## src/rtl/stack_pkg.sv

```systemverilog
`default_nettype none
// ----------------------------------------------------------------------------
// stack_pkg : shared op/state encodings and bounds helper for stack_seq
// Rev 1.0
// ----------------------------------------------------------------------------
package stack_pkg;

  localparam int unsigned WORD_W = 16;

  typedef logic [WORD_W-1:0] word_t;

  typedef enum logic [1:0] {
    OP_PUSH = 2'd0,
    OP_POP  = 2'd1,
    OP_XCHG = 2'd2,
    OP_ILL  = 2'd3
  } op_e;

  typedef enum logic [1:0] {
    ST_IDLE    = 2'd0,
    ST_ISSUE   = 2'd1,
    ST_CAPTURE = 2'd2,
    ST_RESP    = 2'd3
  } state_e;

  // An op is rejected when it is illegal or would under/overflow the stack.
  function automatic logic op_rejected(input op_e op, input word_t depth, input word_t max_depth);
    logic rej;
    case (op)
      OP_PUSH: rej = (depth == max_depth);
      OP_POP:  rej = (depth == '0);
      OP_XCHG: rej = (depth == '0);
      default: rej = 1'b1;
    endcase
    return rej;
  endfunction

endpackage
`default_nettype wire

```

## src/rtl/stack_seq_if.sv

```systemverilog
`default_nettype none
// ----------------------------------------------------------------------------
// stack_seq_if : request/response handshake bundle for stack_seq
// Rev 1.0
// ----------------------------------------------------------------------------
interface stack_seq_if;

  logic                req_valid;
  logic                req_ready;
  logic [1:0]          req_op;
  stack_pkg::word_t    req_data;
  logic                rsp_valid;
  logic                rsp_ready;
  stack_pkg::word_t    rsp_data;
  logic                rsp_err;

  modport master (
    output req_valid,
    output req_op,
    output req_data,
    output rsp_ready,
    input  req_ready,
    input  rsp_valid,
    input  rsp_data,
    input  rsp_err
  );

  modport slave (
    input  req_valid,
    input  req_op,
    input  req_data,
    input  rsp_ready,
    output req_ready,
    output rsp_valid,
    output rsp_data,
    output rsp_err
  );

endinterface
`default_nettype wire

```

## src/rtl/stack_seq.sv

```systemverilog
`default_nettype none
// ----------------------------------------------------------------------------
// stack_seq : sequences PUSH/POP/XCHG requests into strobes for a stack memory
//             stage and returns one response per accepted request.
// Rev 1.0
// ----------------------------------------------------------------------------
module stack_seq
  import stack_pkg::*;
#(
  parameter logic [15:0] MAX_DEPTH = 16'd32767
) (
  input  logic        clk,
  input  logic        rst,
  stack_seq_if.slave  bus,
  output logic        push,
  output logic        pop,
  output logic        swap,
  output logic [15:0] pushorswap_data,
  input  logic [15:0] mem_out,
  output logic [15:0] depth
);

  state_e state_q, state_d;
  op_e    op_q,    op_d;
  word_t  depth_q, depth_d;
  word_t  wdata_q, wdata_d;
  word_t  rsp_data_q, rsp_data_d;
  logic   push_q, push_d;
  logic   pop_q,  pop_d;
  logic   swap_q, swap_d;
  logic   rsp_valid_q, rsp_valid_d;
  logic   rsp_err_q,   rsp_err_d;

  op_e    req_op_w;
  logic   accept_w;

  assign req_op_w = op_e'(bus.req_op);
  assign accept_w = bus.req_valid && (state_q == ST_IDLE);

  always_comb begin
    state_d     = state_q;
    op_d        = op_q;
    depth_d     = depth_q;
    wdata_d     = '0;
    push_d      = 1'b0;
    pop_d       = 1'b0;
    swap_d      = 1'b0;
    rsp_valid_d = rsp_valid_q;
    rsp_data_d  = rsp_data_q;
    rsp_err_d   = rsp_err_q;

    case (state_q)
      ST_IDLE: begin
        if (accept_w) begin
          op_d = req_op_w;
          if (op_rejected(req_op_w, depth_q, MAX_DEPTH)) begin
            // Rejected ops answer straight away and never touch the memory stage.
            state_d     = ST_RESP;
            rsp_valid_d = 1'b1;
            rsp_err_d   = 1'b1;
            rsp_data_d  = '0;
          end else begin
            state_d = ST_ISSUE;
            push_d  = (req_op_w == OP_PUSH);
            pop_d   = (req_op_w == OP_POP);
            swap_d  = (req_op_w == OP_XCHG);
            wdata_d = (req_op_w == OP_POP) ? '0 : bus.req_data;
          end
        end
      end

      ST_ISSUE: begin
        case (op_q)
          OP_PUSH: begin
            depth_d     = depth_q + 16'd1;
            state_d     = ST_RESP;
            rsp_valid_d = 1'b1;
            rsp_err_d   = 1'b0;
            rsp_data_d  = '0;
          end
          OP_POP: begin
            depth_d = depth_q - 16'd1;
            state_d = ST_CAPTURE;
          end
          default: begin
            state_d = ST_CAPTURE;
          end
        endcase
      end

      ST_CAPTURE: begin
        // Memory stage presents the popped/old-top word during this cycle.
        state_d     = ST_RESP;
        rsp_valid_d = 1'b1;
        rsp_err_d   = 1'b0;
        rsp_data_d  = mem_out;
      end

      ST_RESP: begin
        if (bus.rsp_ready) begin
          state_d     = ST_IDLE;
          rsp_valid_d = 1'b0;
          rsp_err_d   = 1'b0;
          rsp_data_d  = '0;
        end
      end

      default: begin
        state_d = ST_IDLE;
      end
    endcase
  end

  always_ff @(posedge clk or posedge rst) begin
    if (rst) begin
      state_q     <= ST_IDLE;
      op_q        <= OP_PUSH;
      depth_q     <= '0;
      wdata_q     <= '0;
      push_q      <= 1'b0;
      pop_q       <= 1'b0;
      swap_q      <= 1'b0;
      rsp_valid_q <= 1'b0;
      rsp_data_q  <= '0;
      rsp_err_q   <= 1'b0;
    end else begin
      state_q     <= state_d;
      op_q        <= op_d;
      depth_q     <= depth_d;
      wdata_q     <= wdata_d;
      push_q      <= push_d;
      pop_q       <= pop_d;
      swap_q      <= swap_d;
      rsp_valid_q <= rsp_valid_d;
      rsp_data_q  <= rsp_data_d;
      rsp_err_q   <= rsp_err_d;
    end
  end

  assign bus.req_ready   = (state_q == ST_IDLE);
  assign bus.rsp_valid   = rsp_valid_q;
  assign bus.rsp_data    = rsp_data_q;
  assign bus.rsp_err     = rsp_err_q;

  assign push            = push_q;
  assign pop             = pop_q;
  assign swap            = swap_q;
  assign pushorswap_data = wdata_q;
  assign depth           = depth_q;

endmodule
`default_nettype wire

```

## src/flat_wrapper.sv

```systemverilog
// flat-port wrapper written by rule: the top's interface ports become plain ports
module stack_seq_flat import stack_pkg::*;
#(
  parameter logic [15:0] MAX_DEPTH = 16'd32767
)
  (clk, rst, push, pop, swap, pushorswap_data, mem_out, depth, bus_req_valid, bus_req_op, bus_req_data, bus_rsp_ready, bus_req_ready, bus_rsp_valid, bus_rsp_data, bus_rsp_err);
  stack_seq_if bus_i ();
  input  logic clk;
  input  logic rst;
  output logic push;
  output logic pop;
  output logic swap;
  output logic [15:0] pushorswap_data;
  input  logic [15:0] mem_out;
  output logic [15:0] depth;
  input wire logic [$bits(bus_i.req_valid)-1:0] bus_req_valid;
  input wire logic [$bits(bus_i.req_op)-1:0] bus_req_op;
  input wire logic [$bits(bus_i.req_data)-1:0] bus_req_data;
  input wire logic [$bits(bus_i.rsp_ready)-1:0] bus_rsp_ready;
  output wire logic [$bits(bus_i.req_ready)-1:0] bus_req_ready;
  output wire logic [$bits(bus_i.rsp_valid)-1:0] bus_rsp_valid;
  output wire logic [$bits(bus_i.rsp_data)-1:0] bus_rsp_data;
  output wire logic [$bits(bus_i.rsp_err)-1:0] bus_rsp_err;
  assign bus_i.req_valid = bus_req_valid;
  assign bus_i.req_op = bus_req_op;
  assign bus_i.req_data = bus_req_data;
  assign bus_i.rsp_ready = bus_rsp_ready;
  assign bus_req_ready = bus_i.req_ready;
  assign bus_rsp_valid = bus_i.rsp_valid;
  assign bus_rsp_data = bus_i.rsp_data;
  assign bus_rsp_err = bus_i.rsp_err;
  stack_seq #(.MAX_DEPTH(MAX_DEPTH)) u_core (.clk(clk), .rst(rst), .bus(bus_i), .push(push), .pop(pop), .swap(swap), .pushorswap_data(pushorswap_data), .mem_out(mem_out), .depth(depth));
endmodule
```

## config.mk

```make
export PLATFORM = sky130hd
export DESIGN_NAME = stack_seq_flat
export DESIGN_NICKNAME = d
export VERILOG_FILES = /design/src/rtl/stack_pkg.sv /design/src/rtl/stack_seq_if.sv /design/src/rtl/stack_seq.sv /design/src/flat_wrapper.sv
export SDC_FILE = /design/constraint.sdc
export NUM_CORES = 1
export LEC_CHECK = 0
export CORE_MARGIN = 8
export CORE_UTILIZATION = 42
export CTS_CLUSTER_DIAMETER = 150
export DETAILED_ROUTE_END_ITERATION = 10
export HOLD_SLACK_MARGIN = 0.02
export PLACE_DENSITY = 0.79
export SLEW_MARGIN = 20
export SYNTH_ARGS = -nofsm -noshare
export SYNTH_HDL_FRONTEND = slang
export SYNTH_SLANG_ARGS = --single-unit
export TNS_END_PERCENT = 50
```

## constraint.sdc

```tcl
create_clock -name clk -period 2.2 [get_ports clk]
set_input_delay 0.22 -clock clk [delete_from_list [all_inputs] [get_ports clk]]
set_output_delay 0.22 -clock clk [all_outputs]
set_load 0.05 [all_outputs]
```

==> flow_summary.json <==
{
  "crit_chain": "buf_4, clkdlybuf4s50_1",
  "dieArea_um2": 10100,
  "grt_max_degree": 58,
  "synth_edf_count": 0,
  "setup_viol": 0,
  "dpl_cell_area_um2": 4136,
  "syn-instance-count": 302,
  "yosys_top_cell_area_share_pct": 47.54,
  "worstPathBufferInverterCount": 2,
  "worstHoldPathType": "in -> async",
  "route.vias.total": 2639,
  "postCtsSetupBuffers": 0,
  "p_sw_share_pct": 48.60,
  "switching_power_uw": 3203,
  "cts_inserted_buffers": 9,
  "syn_to_final_growth_pct": 44.75,
  "cts_buffer_depth": 2,
  "post_synth_instance_area_um2": 3000,
  "power.leakage_uw": 0.001878,
  "grt_overflow": 0,
  "critical_path.startpoint_type": "register",
  "worstPathMaxFanout": 7,
  "final.setup_skew_ps": 11.56,
  "intPower_uw": 3387,
  "synth-seq-area-share_pct": 47.54,
  "place_ws_ps": -196.0,
  "async_flop_share_pct": 100.0,
  "timing.final.crit_share_pct": 92.72,
  "yosys_warnings": 0,
  "final_weighted_congestion_of_routability_driven_global_placement": 0.9881,
  "maxSlewViolCount": 0,
  "tightest_slew_ps": 636.1,
  "adder_cell_share_of_the_synthesized_area_pct": 3.753,
  "cap_viol_max_count": 0,
  "detailedRoute.firstPassIterationCount": 4,
  "ys.flop_type": "sky130_fd_sc_hd__dfrtp_1",
  "final.fill_count": 610,
  "critical-path-slowest-cell": "sky130_fd_sc_hd__clkdlybuf4s50_1",
  "most_repeated_cell_in_the_gate_level_netlist_after_synthesis": "sky130_fd_sc_hd__dfrtp_1",
  "drt_iter0_markers": 201,
  "synthDominantAreaCellType": "sky130_fd_sc_hd__dfrtp_1",
  "final_critical_path_setup_slack_ps": 160.3,
  "crit_path_leading_delay_family": "buffers and inverters",
  "count_of_h_tree_levels_built_during_cts": 3,
  "seqPwrFrac_pct": 26.9,
  "drive_gt1_share_pct": 12.08,
  "timing.fmax_ghz": 0.4903,
  "global_route_wire_length_before_repair_um": 13740,
  "grt_use_total_pct": 17.44,
  "number_of_antenna_violations_at_the_first_check_in_global_routing": 0,
  "route.detailed.wl_per_inst_um": 16.38,
  "ant_nets": 0,
  "dominant_combinational_cell_family_by_area_after_synthesis": "simple AND/OR/NAND/NOR gates",
  "antenna-diode-count": 0,
  "clock_share_of_power_pct": 14.5,
  "max_slew_margin_pct": 57.27,
  "grt_pass1_vias": 2779,
  "register_to_register_path_depth": 6,
  "boundaryPins": 92,
  "insertion_delay_ps": 330,
  "mux_share_of_post_synthesis_cell_area_pct": 6.380,
  "routed_via_density": 5.144,
  "critical_path_depth": 2,
  "synth_compound_gate_area_share_pct": 7.548,
  "post_synth_xor_xnor_area_pct": 4.671,
  "yosys_register_bits": 57,
  "die_span_in_y_um": 100.5,
  "rsz0062_at_grt": "no",
  "clk_transition_reported_paths_ps": 70,
  "clock_tree_from_tritoncts": "built",
  "initial_utilization_pct": 42.27,
  "port_buffers": 91,
  "peakVddDrop_mv": 0.4545,
  "worst-endpoint-required_ps": 1980,
  "core_region_um2": 7098,
  "syn-num-nets": 349,
  "final.min_clock_period_ps": 2040,
  "final_design_area_no_fill_um2": 4343,
  "run_status": "completed",
  "cp_max_stage_delay_ps": 800,
  "yosys.cell_types.count": 51,
  "synthSimpleGateAreaFrac_pct": 22.94,
  "endpoint_kind": "output pin",
  "drc": 0,
  "row_count": 31,
  "power.density_cell_area_nw_per_um2": 1517,
  "syn_avg_cell_area_um2": 9.935,
  "worstSetupPathType": "reg -> out",
  "hold_fix_buffer_count_after_cts": 0,
  "synth_commonest_cells": "sky130_fd_sc_hd__dfrtp_1, sky130_fd_sc_hd__nand2_1, sky130_fd_sc_hd__and2_1, sky130_fd_sc_hd__inv_1, sky130_fd_sc_hd__mux2i_1",
  "post-dp-hpwl_um": 6390,
  "clock_sink_count": 57,
  "cts-resized-gates": 0,
  "report.final.hold_viol_count": 0,
  "clock_tree.root_cell": "sky130_fd_sc_hd__clkbuf_8",
  "finish.net_count": 456,
  "die_width_um": 100.5,
  "crit_arrival_ps": 1820,
  "synth.top_cells.by_area": "sky130_fd_sc_hd__dfrtp_1, sky130_fd_sc_hd__mux2i_1, sky130_fd_sc_hd__and2_1, sky130_fd_sc_hd__nand2_1, sky130_fd_sc_hd__ha_1",
  "total_routed_length_um": 8403,
  "power.share.combinational_pct": 58.6
}
==> stage by stage <==
stage          util (%)  setup TNS (ps)  std cells  hold slack, ps  power (µW)
5_1_grt           61.18               0        513           304.0        6960
4_1_cts           61.03               0        513           297.6        6614
2_1_floorplan         -               0        302           348.6        4311
6_report          61.18               0        513           278.5        6589
3_5_place_dp      58.28           -2760        497           506.9        5602
3_3_place_gp      58.28           -1315        497           505.1        5535
==> state kept, by name (all words and copies together) (netlist names) <==
signal	cells
u_core.bus.rsp_data	16
u_core.bus.rsp_err	1
u_core.bus.rsp_valid	1
u_core.depth	16
u_core.op_q	2
u_core.pop	1
u_core.push	1
u_core.pushorswap_data	16
u_core.state_q	2
u_core.swap	1
==> cell usage in the layout (no fill, tap or decap), types with 9 or more instances in the layout <==
cell / n
sky130_fd_sc_hd__and2_1: 24
sky130_fd_sc_hd__buf_4: 24
sky130_fd_sc_hd__clkbuf_8: 9
sky130_fd_sc_hd__clkdlybuf4s50_1: 90
sky130_fd_sc_hd__dfrtp_1: 57
sky130_fd_sc_hd__inv_1: 23
sky130_fd_sc_hd__mux2i_1: 18
sky130_fd_sc_hd__nand2_1: 37
sky130_fd_sc_hd__nor2_1: 10
sky130_fd_sc_hd__xnor2_1: 9
==> worst register-to-register path, stage by stage, from the launching register on <==
cell and delay (ps):
sky130_fd_sc_hd__dfrtp_1 380, sky130_fd_sc_hd__buf_4 160, sky130_fd_sc_hd__nor2b_1 280, sky130_fd_sc_hd__a21oi_1 150, sky130_fd_sc_hd__or4b_1 520, sky130_fd_sc_hd__a21oi_1 260, sky130_fd_sc_hd__xor2_1 180
==> power groups by stage <==
stage / registers [µW] / clock network [µW] / logic [µW]
after floorplan: 2710 / 0 / 1600
after global placement: 1760 / 0 / 3770
after detailed placement: 1780 / 0 / 3820
after CTS: 1760 / 982 / 3870
after global routing: 1830 / 1040 / 4100
final: 1770 / 957 / 3860
==> cell families after synthesis <==
family	Yosys count
AO/OA/AOI/OAI	33
XOR/XNOR	16
adder cells (fa/ha/maj)	9
buffers and inverters	44
flip-flops	57
multiplexers	19
AND/OR/NAND/NOR	124
==> per-layer routing <==
metal	up-vias	GRT usage, %	share of wire, %	wire, µm
met5	-	0	0	0
met4	0	8.140	2.5	212
met3	20	5.110	7.1	599
met2	108	30.10	52	4347
met1	1271	19.28	39	3243
li1	1240	-	-	-
==> worst paths after layout <==
| kind | slack [ps] | endpoint | startpoint |
|---|---|---|---|
| min in group clk | 430 | u_core.bus.rsp_data[12]$_DFFE_PP0P_ | mem_out[12] |
| worst max-delay path | 160 | depth[11] | u_core.depth[11]$_DFFE_PP0P_ |
| worst max register to register | 200 | u_core.depth[11]$_DFFE_PP0P_ | u_core.op_q[1]$_DFFE_PP0P_ |
| max in group asynchronous | 1660 | u_core.depth[15]$_DFFE_PP0P_ | rst |
| worst min-delay path | 280 | u_core.bus.rsp_data[9]$_DFFE_PP0P_ | rst |
| worst min register to register | 520 | u_core.bus.rsp_data[12]$_DFFE_PP0P_ | u_core.bus.rsp_data[12]$_DFFE_PP0P_ |
==> area by class of cell <==
| cell class | instances | area [µm²] | area share (%) |
|---|---|---|---|
| flip-flops and latches | 57 | 1426 | 32.84 |
| well taps | 99 | 123.9 | 2.852 |
| inverters | 24 | 90.09 | 2.074 |
| multi-input cells | 201 | 1386 | 31.92 |
| clock buffers | 10 | 127.6 | 2.939 |
| clock inverters | 6 | 67.56 | 1.556 |
| repair buffers | 116 | 1121 | 25.81 |
(Power assumes the default switching activity.)
